### config.mk
export PLATFORM = sky130hd
export DESIGN_NAME = sent_tx_frame_builder
export DESIGN_NICKNAME = d
export VERILOG_FILES = /design/src/rtl/sent_pkg.sv /design/src/rtl/sent_crc4.sv /design/src/rtl/sent_tx_frame_builder.sv
export SDC_FILE = /design/constraint.sdc
export NUM_CORES = 1
export LEC_CHECK = 0
export CORE_MARGIN = 2
export CORE_UTILIZATION = 56
export CTS_CLUSTER_SIZE = 24
export DETAILED_ROUTE_END_ITERATION = 10
export PLACE_DENSITY = 0.84
export SLEW_MARGIN = 40
export SYNTH_ARGS = -nofsm -noshare
export SYNTH_HDL_FRONTEND = slang
export SYNTH_SLANG_ARGS = --single-unit
### constraint.sdc
create_clock -name clk -period 5.3 [get_ports clk]
set_input_delay 1.06 -clock clk [delete_from_list [all_inputs] [get_ports clk]]
set_output_delay 1.06 -clock clk [all_outputs]
set_load 0.1 [all_outputs]
### src/rtl/sent_pkg.sv
// rtl/sent_pkg.sv - shared types and constants for the SENT transmit frame builder
package sent_pkg;

  typedef enum logic [2:0] {
    ST_IDLE,
    ST_REQ,
    ST_CRC,
    ST_SYNC,
    ST_STAT,
    ST_DATA,
    ST_CRCO
  } sent_state_e;

  localparam logic [1:0] NIB_SYNC   = 2'd0;
  localparam logic [1:0] NIB_STATUS = 2'd1;
  localparam logic [1:0] NIB_DATA   = 2'd2;
  localparam logic [1:0] NIB_CRC    = 2'd3;

  // x^4+x^3+x^2+1 with the implicit x^4 term dropped
  localparam logic [3:0] CRC_POLY         = 4'hD;
  localparam logic [3:0] CRC_SEED_DEFAULT = 4'h5;

  localparam logic [2:0] LAST_DATA_IDX = 3'd5;
  localparam logic [2:0] CRC_LAST_STEP = 3'd7;

  // D1..D6 of a fast-channel frame; D4/D5 carry the rolling frame counter
  function automatic logic [3:0] data_nibble(
    input logic [13:0] f1,
    input logic [5:0]  cnt,
    input logic [2:0]  idx,
    input logic        inv_en
  );
    logic [3:0] nib;
    case (idx)
      3'd0:    nib = f1[13:10];
      3'd1:    nib = f1[9:6];
      3'd2:    nib = f1[5:2];
      3'd3:    nib = {f1[1:0], cnt[5:4]};
      3'd4:    nib = cnt[3:0];
      3'd5:    nib = inv_en ? ~f1[13:10] : 4'h0;
      default: nib = 4'h0;
    endcase
    return nib;
  endfunction

endpackage

### src/rtl/sent_crc4.sv
// rtl/sent_crc4.sv - one nibble step of the SENT CRC-4 (shift by four, then fold in the nibble)
module sent_crc4
  import sent_pkg::*;
(
  input  logic [3:0] crc_in,
  input  logic [3:0] nibble,
  output logic [3:0] crc_out
);

  logic [3:0] shifted;

  always_comb begin
    shifted = crc_in;
    for (int i = 0; i < 4; i++) begin
      shifted = shifted[3] ? ({shifted[2:0], 1'b0} ^ CRC_POLY) : {shifted[2:0], 1'b0};
    end
    crc_out = shifted ^ nibble;
  end

endmodule

### src/rtl/sent_tx_frame_builder.sv
// rtl/sent_tx_frame_builder.sv - requests a 14-bit word, precomputes its CRC, then streams the nine-nibble SENT frame
module sent_tx_frame_builder
  import sent_pkg::*;
#(
  parameter logic [3:0] CRC_SEED      = CRC_SEED_DEFAULT,
  parameter bit         INV_NIBBLE_EN = 1'b1
) (
  input  logic        clk,
  input  logic        reset,
  input  logic        enable,
  input  logic [3:0]  status_in,
  output logic        load_14bit,
  input  logic [13:0] f1_14bit,
  input  logic        done,
  output logic [3:0]  nib_data,
  output logic [1:0]  nib_type,
  output logic        nib_valid,
  input  logic        nib_ready,
  output logic [5:0]  frame_cnt
);

  sent_state_e state, state_next;

  logic [13:0] f1_q;
  logic [3:0]  status_q;
  logic [3:0]  crc_q;
  logic [3:0]  crc_next;
  logic [3:0]  crc_nib;
  logic [3:0]  cur_data;
  logic [2:0]  nib_idx;
  logic [2:0]  crc_step;

  assign cur_data = data_nibble(f1_q, frame_cnt, nib_idx, INV_NIBBLE_EN);
  // Final CRC step folds in the zero augment nibble instead of data
  assign crc_nib  = (crc_step == CRC_LAST_STEP) ? 4'h0 : cur_data;

  sent_crc4 u_crc4 (
    .crc_in  (crc_q),
    .nibble  (crc_nib),
    .crc_out (crc_next)
  );

  always_ff @(posedge clk or posedge reset) begin
    if (reset) begin
      state <= ST_IDLE;
    end else begin
      state <= state_next;
    end
  end

  always_comb begin
    state_next = state;
    load_14bit = 1'b0;
    nib_valid  = 1'b0;
    nib_data   = 4'h0;
    nib_type   = NIB_SYNC;
    case (state)
      ST_IDLE: begin
        if (enable) state_next = ST_REQ;
      end
      ST_REQ: begin
        load_14bit = 1'b1;
        if (done) state_next = ST_CRC;
      end
      ST_CRC: begin
        if (crc_step == CRC_LAST_STEP) state_next = ST_SYNC;
      end
      ST_SYNC: begin
        nib_valid = 1'b1;
        nib_type  = NIB_SYNC;
        if (nib_ready) state_next = ST_STAT;
      end
      ST_STAT: begin
        nib_valid = 1'b1;
        nib_type  = NIB_STATUS;
        nib_data  = status_q;
        if (nib_ready) state_next = ST_DATA;
      end
      ST_DATA: begin
        nib_valid = 1'b1;
        nib_type  = NIB_DATA;
        nib_data  = cur_data;
        if (nib_ready && nib_idx == LAST_DATA_IDX) state_next = ST_CRCO;
      end
      ST_CRCO: begin
        nib_valid = 1'b1;
        nib_type  = NIB_CRC;
        nib_data  = crc_q;
        if (nib_ready) state_next = enable ? ST_REQ : ST_IDLE;
      end
      default: state_next = ST_IDLE;
    endcase
  end

  // Step 0 of the CRC phase reloads the seed; steps 1..6 cover D1..D6, step 7 the augment
  always_ff @(posedge clk or posedge reset) begin
    if (reset) begin
      f1_q      <= 14'h0;
      status_q  <= 4'h0;
      crc_q     <= CRC_SEED;
      frame_cnt <= 6'd0;
      nib_idx   <= 3'd0;
      crc_step  <= 3'd0;
    end else begin
      case (state)
        ST_REQ: begin
          if (done) begin
            f1_q     <= f1_14bit;
            status_q <= status_in;
            nib_idx  <= 3'd0;
            crc_step <= 3'd0;
          end
        end
        ST_CRC: begin
          crc_step <= crc_step + 3'd1;
          if (crc_step == 3'd0) begin
            crc_q <= CRC_SEED;
          end else begin
            crc_q <= crc_next;
          end
          if (crc_step != 3'd0 && crc_step != CRC_LAST_STEP) begin
            nib_idx <= (nib_idx == LAST_DATA_IDX) ? 3'd0 : nib_idx + 3'd1;
          end
        end
        ST_DATA: begin
          if (nib_ready) begin
            nib_idx <= (nib_idx == LAST_DATA_IDX) ? 3'd0 : nib_idx + 3'd1;
          end
        end
        ST_CRCO: begin
          if (nib_ready) frame_cnt <= frame_cnt + 6'd1;
        end
        default: ;
      endcase
    end
  end

endmodule

# Word level (Yosys, flattened, before mapping)
# Cells that the tools add are included.
classes:
  addsub: 3
  multipliers: 0
  n_div: 0
  n_lt_le_gt_ge: 0
  n_eq_ne: 22
  shifts: 0
  mux: 26
  n_bitwise: 6
  n_reduce_logical: 14
op_table:
  columns: ["operator", "n"]
  rows:
  - ["two-way mux 3 bit", 11]
  - ["two-way mux 4 bit", 6]
  - ["one-hot mux 4 bit (6 select lines)", 1]
  - ["one-hot mux 3 bit (7 select lines)", 1]
  - ["equality test 3 bit, second input constant", 6]
  - ["!= test 2 bit, second input constant", 9]
  - ["equality test 3 x 2 -> 1 bit, second input constant", 4]
  - ["inverter 3 bit", 4]
  - ["one-hot mux 4 bit (3 select lines)", 1]
  - ["logical NOT 3 bit", 3]
  - ["one-hot mux 3 bit (3 select lines)", 1]
  - ["AND reduction 7 bit", 1]
  - ["adder 3 x 1 -> 3 bit, second input constant", 2]
  - ["adder 6 x 1 -> 6 bit, second input constant", 1]
  - ["equality test 3 x 1 -> 1 bit, second input constant", 2]
  - ["one-hot mux 2 bit (3 select lines)", 1]
  - ["one-hot mux 3 bit (2 select lines)", 1]
  - ["AND reduction 2 bit", 3]
  - ["nonzero test 3 bit", 2]
  - ["inverter 4 bit", 1]
  - ["AND reduction 4 bit", 1]
  - ["OR reduction 4 bit", 1]
  - ["XOR 4 bit", 1]
  - ["two-way mux 1 bit", 3]
  - ["3 further kinds", 4]
word_totals:
  register_bits: 37
  latch_bits: 0
  ram_bits: 0
  mem_bits_ro: 0
  input_bits: 23
  output_inout_bits: 14
  wordCells: 78
  mem_count: 0

# Longest topological paths before layout
logic_depth:
  ltp_word: 10
  depth_mapped: 9
  ltp_nobuf: 8

# Hierarchy
# Synthesis repeated with hierarchy kept, for this count alone.
unflattened:
  cells_unflattened: 211
  area_unflattened_um2: 2169.6
by_module_without_submodules:
  columns: ["module", "n_inst", "cells_each", "area_per_inst_um2", "seq_area_each_um2"]
  rows:
  - ["sent_tx_frame_builder", 1, 202, 2083.2, 928.4]
  - ["sent_crc4", 1, 9, 86.3, 0.0]

# Least setup slack after synthesis
# Ideal clock, no wire load.
synth_timing:
  path_kind: "reg-to-output"
  from: "register state[2]"
  to: "output nib_type[1]"
  arrival_ps: 3123
  required_ps: 4240
  path_slack_ps: 1117
  stages_incl_launch_ff: 4
  path_buffers: 2
  cell_sequence: "dfrtp_1 clkbuf_1 clkbuf_1 a21boi_0"
synth_via:
  elab_chain_len: 2
  elab_cells_between_ends: 4
  cone_classes: "eq/ne: 3; mux: 1"
synth_lines:
  columns: ["element", "line", "rtl"]
  rows:
  - ["start: declaration", "sent_tx_frame_builder.sv:22", "sent_state_e state, state_next;"]
  - ["start signal: assignment", "sent_tx_frame_builder.sv:47", "state <= state_next;"]
  - ["equality test 3 bit", "sent_tx_frame_builder.sv:57", "case (state)"]
  - ["one-hot mux 2 bit (3 select lines) (*)", "sent_tx_frame_builder.sv:57", null]
  - ["end: declaration", "sent_tx_frame_builder.sv:16", "output logic [1:0] nib_type,"]
# Mark *: on every way between the ends. The rest lies on a longest branch, timed or not.

# Final worst setup path
layout_timing:
  from: "register nib_idx[0]"
  to: "output nib_data[1]"
layout_via:
  elab_chain_len: 3
  elab_cells_between_ends: 8
  cone_classes: "eq/ne: 5; mux: 2; reduce/logical: 1"
layout_lines:
  columns: ["element", "line", "rtl"]
  rows:
  - ["start: declaration", "sent_tx_frame_builder.sv:30", "logic [2:0] nib_idx;"]
  - ["start signal: assignment", "sent_tx_frame_builder.sv:122", "nib_idx <= (nib_idx == LAST_DATA_IDX) ? 3'd0 : nib_idx + 3'd1;"]
  - ["start signal: assignment", "sent_tx_frame_builder.sv:127", "nib_idx <= (nib_idx == LAST_DATA_IDX) ? 3'd0 : nib_idx + 3'd1;"]
  - ["equality test 3 bit (tied with other cells)", "sent_pkg.sv:34", "case (idx)"]
  - ["one-hot mux 4 bit (6 select lines) (*)", "sent_pkg.sv:34", null]
  - ["one-hot mux 4 bit (3 select lines) (*)", "sent_tx_frame_builder.sv:57", null]
  - ["end: declaration", "sent_tx_frame_builder.sv:15", "output logic [3:0] nib_data,"]
# Marked as above.

==> flow_summary.toml <==
[floorplanning]
die_h_microns = 65.25
io_pins = 37
initial_core_util = 0.5782
core.rowCount = 22
die_w_microns = 65.25
die_area_sq_mm = 0.004258
core_area_sq_mm = 0.003633

[min_path]
hold-path-cell-count = 1
holdCritStartpoint = "f1_q[2]"
min_delay_worst_endpoint = "f1_q[2]"
hold_path.class = "register to register"

[logic_synthesis]
ys_ff_latch = 37
syn_area_sq_mm = 0.002101
seq_area_frac_synth = 0.4419
synth_area_leaders = "dfrtp_1 (42%), mux2_2 (9.1%), xnor2_1 (4.2%), nand2_1 (3.6%), ha_1 (3.0%)"
yosys_warnings = 0
synth_top_area_frac = 0.4169
syn_avg_cell_area_sq_um = 10.20
yosysUniqueCellTypes = 55
async_flop_share = 1.000
synthFlopType = "dfrtp_1"
syn_nets = 234
syn_inst = 206
synth_top_area_cell = "dfrtp_1"
synth_edf_count = 0

[setup_path]
r2r_start = "state[0]"
crit_type = "register to output pin"
crit_fanout = 13
arrival_ns = 2.57
reg2reg_to = "f1_q[6]"
required_ns = 4.24
crit_chain = "inv_1 -> nor2_1 -> ha_1 -> a222oi_1 -> a311oi_1 -> a41o_1 -> buf_2"
critPathSlowestCell = "dfrtp_1"
end_kind = "output pin"
critical_path.top_delay_family = "compound AO/OA/AOI/OAI gates"
start_kind = "register"
crit_buf_inv = 2
r2r_slack_ns = 3.07
crit_path_max_incr_delay_ns = 0.51
reg2reg_depth = 4

[place]
hpwl_microns = 3162
gp_congestion = 0.9387
port_buffers = 36
dp.cells = 280

[pwr]
p_comb_frac = 0.509
power.share.clock = 0.153
power_leakage_nw = 1.085
p_sw_frac = 0.4809
vdd_ir_drop_max_mv = 0.3481
switching_power_uw = 795.9
seqPwrFrac = 0.338
internal-power_uw = 859.0
p_total_mw = 1.655
p_per_area_mw_per_mm2 = 657.0

[clocking]
cts_tree = "done"
post-cts-setup-buffer-count = 0
h-tree-depth = 2
cts_resized = 0
numCtsBuffers = 5
clkTransAtPathRegs_ns = 0.07
clk_latency_ns = 0.29
clockRootBuffer = "clkbuf_8"
cts.path.max_buffers = 2
cts.sinks = 37
ctsHoldBuffers = 0

[timing]
slew_headroom = 0.5394
report.final.setup_viol = 0
drv_slew = 0
fin_setup_tns_ns = 0
period_minus_slack_ns = 3.630
worstMarginPinSlew_ns = 0.6909
timing.fmax_ghz = 0.2755
clock_skew_ns = 0.006954
rsz0062_at_grt = "false"
hold_violations = 0
fin_crit_sh = 0.6850

[layout]
stdcell_count = 288
diodes = 0
drive_above_1_share = 0.2167
fin_nets = 267
area.growth.synth_to_final_pct = 19.89

[detailed_routing]
drt-vias-per-instance = 5.733
drt-initial-drc-count = 162
wl_microns = 4463
dr_total_vias = 1651
postRouteAntennaNets = 0
drcViolationCount = 0
routedWlPerCell_microns = 15.50
drt_first_pass_iters = 5

[global_routing]
grt_pass1_vias = 1644
grt_overflow_total = 0
gr-usage-all-layers = 0.2366
grt_pass1_wl_microns = 7693
antenna_found_initial = 0
grt_max_degree = 38

[status]
status = "finished, final reports clean"

[flow_run]
max_cap_viol_count = 0
-- layout make-up --
cell class,count,area (sq um)
fill,307,1115
multi-input combinational,148,1079
sequential,37,928.4
timing repair buffer,37,297.8
clock buffer,7,86.33
tap,48,60.06
inverter,10,37.54
clock inverter,1,30.03
-- sequential cells by signal, summed over array words and instances (netlist names) --
| register | count |
|---|---|
| crc_q | 4 |
| crc_step | 3 |
| f1_q | 14 |
| frame_cnt | 6 |
| nib_idx | 3 |
| state | 3 |
| status_q | 4 |
-- routing by layer --
metal / GRT usage / up-vias / routed length [microns]
li1: - / 803 / -
met1: 0.2994 / 795 / 2007
met2: 0.3992 / 47 / 2197
met3: 0.05993 / 6 / 200
met4: 0.07292 / 0 / 58
met5: 0 / - / 0
-- synthesized netlist by cell type, types with 2 or more instances --
library cell   n
a211oi_1       2
a21oi_1        7
a221oi_1       2
a311oi_1       2
a41o_1         3
and2_1         2
buf_2          4
clkbuf_1       4
dfrtp_1       35
dfstp_2        2
ha_1           5
inv_1          8
inv_2          2
mux2_2        17
mux2i_1        2
nand2_1       20
nand2b_1       3
nand3_1        6
nand3b_1       2
nor2_1        14
nor2b_1        4
nor3_1         2
o21ai_0       11
o22ai_1        3
o31ai_1        2
or3_1          2
xnor2_1       10
xor2_1         3
-- power by group through the flow --
stage,Clock [mW],Combinational (mW),Sequential [mW]
6_report,0.253,0.843,0.559
3_3_place_gp,0,0.860,0.556
3_5_place_dp,0,0.840,0.561
5_1_grt,0.267,0.914,0.583
4_1_cts,0.256,0.844,0.558
2_1_floorplan,0,0.718,0.531
-- cell families (layout without fill, tap and decap cells) --
group,count (synthesis),after routing,share of synthesized area
simple gates,64,64,0.1584
mux,20,20,0.1114
buf+inv,21,55,0.04526
compound gates,46,46,0.1590
xor+xnor,13,13,0.05420
fa+ha+maj,5,5,0.02978
flops,37,37,0.4419
-- stage by stage --
| stage | utilization | hold WS [ns] | setup slack [ns] | cell area (sq um) |
|---|---|---|---|---|
| floorplan | - | 0.4651 | 1.117 | 2101 |
| global placement | 0.6801 | 0.4867 | 1.472 | 2471 |
| detailed placement | 0.6612 | 0.5021 | 2.062 | 2402 |
| CTS | 0.6932 | 0.5190 | 1.740 | 2519 |
| global route | 0.6932 | 0.5328 | 1.583 | 2519 |
| finish | 0.6932 | 0.5169 | 1.670 | 2519 |
-- placed cells by master, fill, tap and decap left out, types with 2 or more instances in the layout --
master	netlist	layout
dfrtp_1	35	35
clkdlybuf4s50_1	0	22
nand2_1	20	20
mux2_2	17	17
nor2_1	14	14
buf_2	4	14
o21ai_0	11	11
xnor2_1	10	10
inv_1	8	8
a21oi_1	7	7
nand3_1	6	6
clkbuf_8	0	6
ha_1	5	5
nor2b_1	4	4
nand2b_1	3	3
o22ai_1	3	3
xor2_1	3	3
a41o_1	3	3
inv_2	2	2
nor3_1	2	2
mux2i_1	2	2
a221oi_1	2	2
or3_1	2	2
nand3b_1	2	2
o31ai_1	2	2
a211oi_1	2	2
a311oi_1	2	2
dfstp_2	2	2
-- how the worst max path moves through the flow --
| stage | start | endpoint | slack [ns] | cells past startpoint |
|---|---|---|---|---|
| floorplan | state[2] | nib_type[1] | 1.12 | 3 |
| global placement | nib_idx[0] | nib_data[1] | 1.47 | 7 |
| detailed placement | nib_idx[0] | nib_data[1] | 2.06 | 7 |
| CTS | nib_idx[0] | nib_data[1] | 1.74 | 7 |
| global route | nib_idx[0] | nib_data[1] | 1.58 | 7 |
| finish | nib_idx[0] | nib_data[1] | 1.67 | 7 |
(Power assumes the default switching activity.)
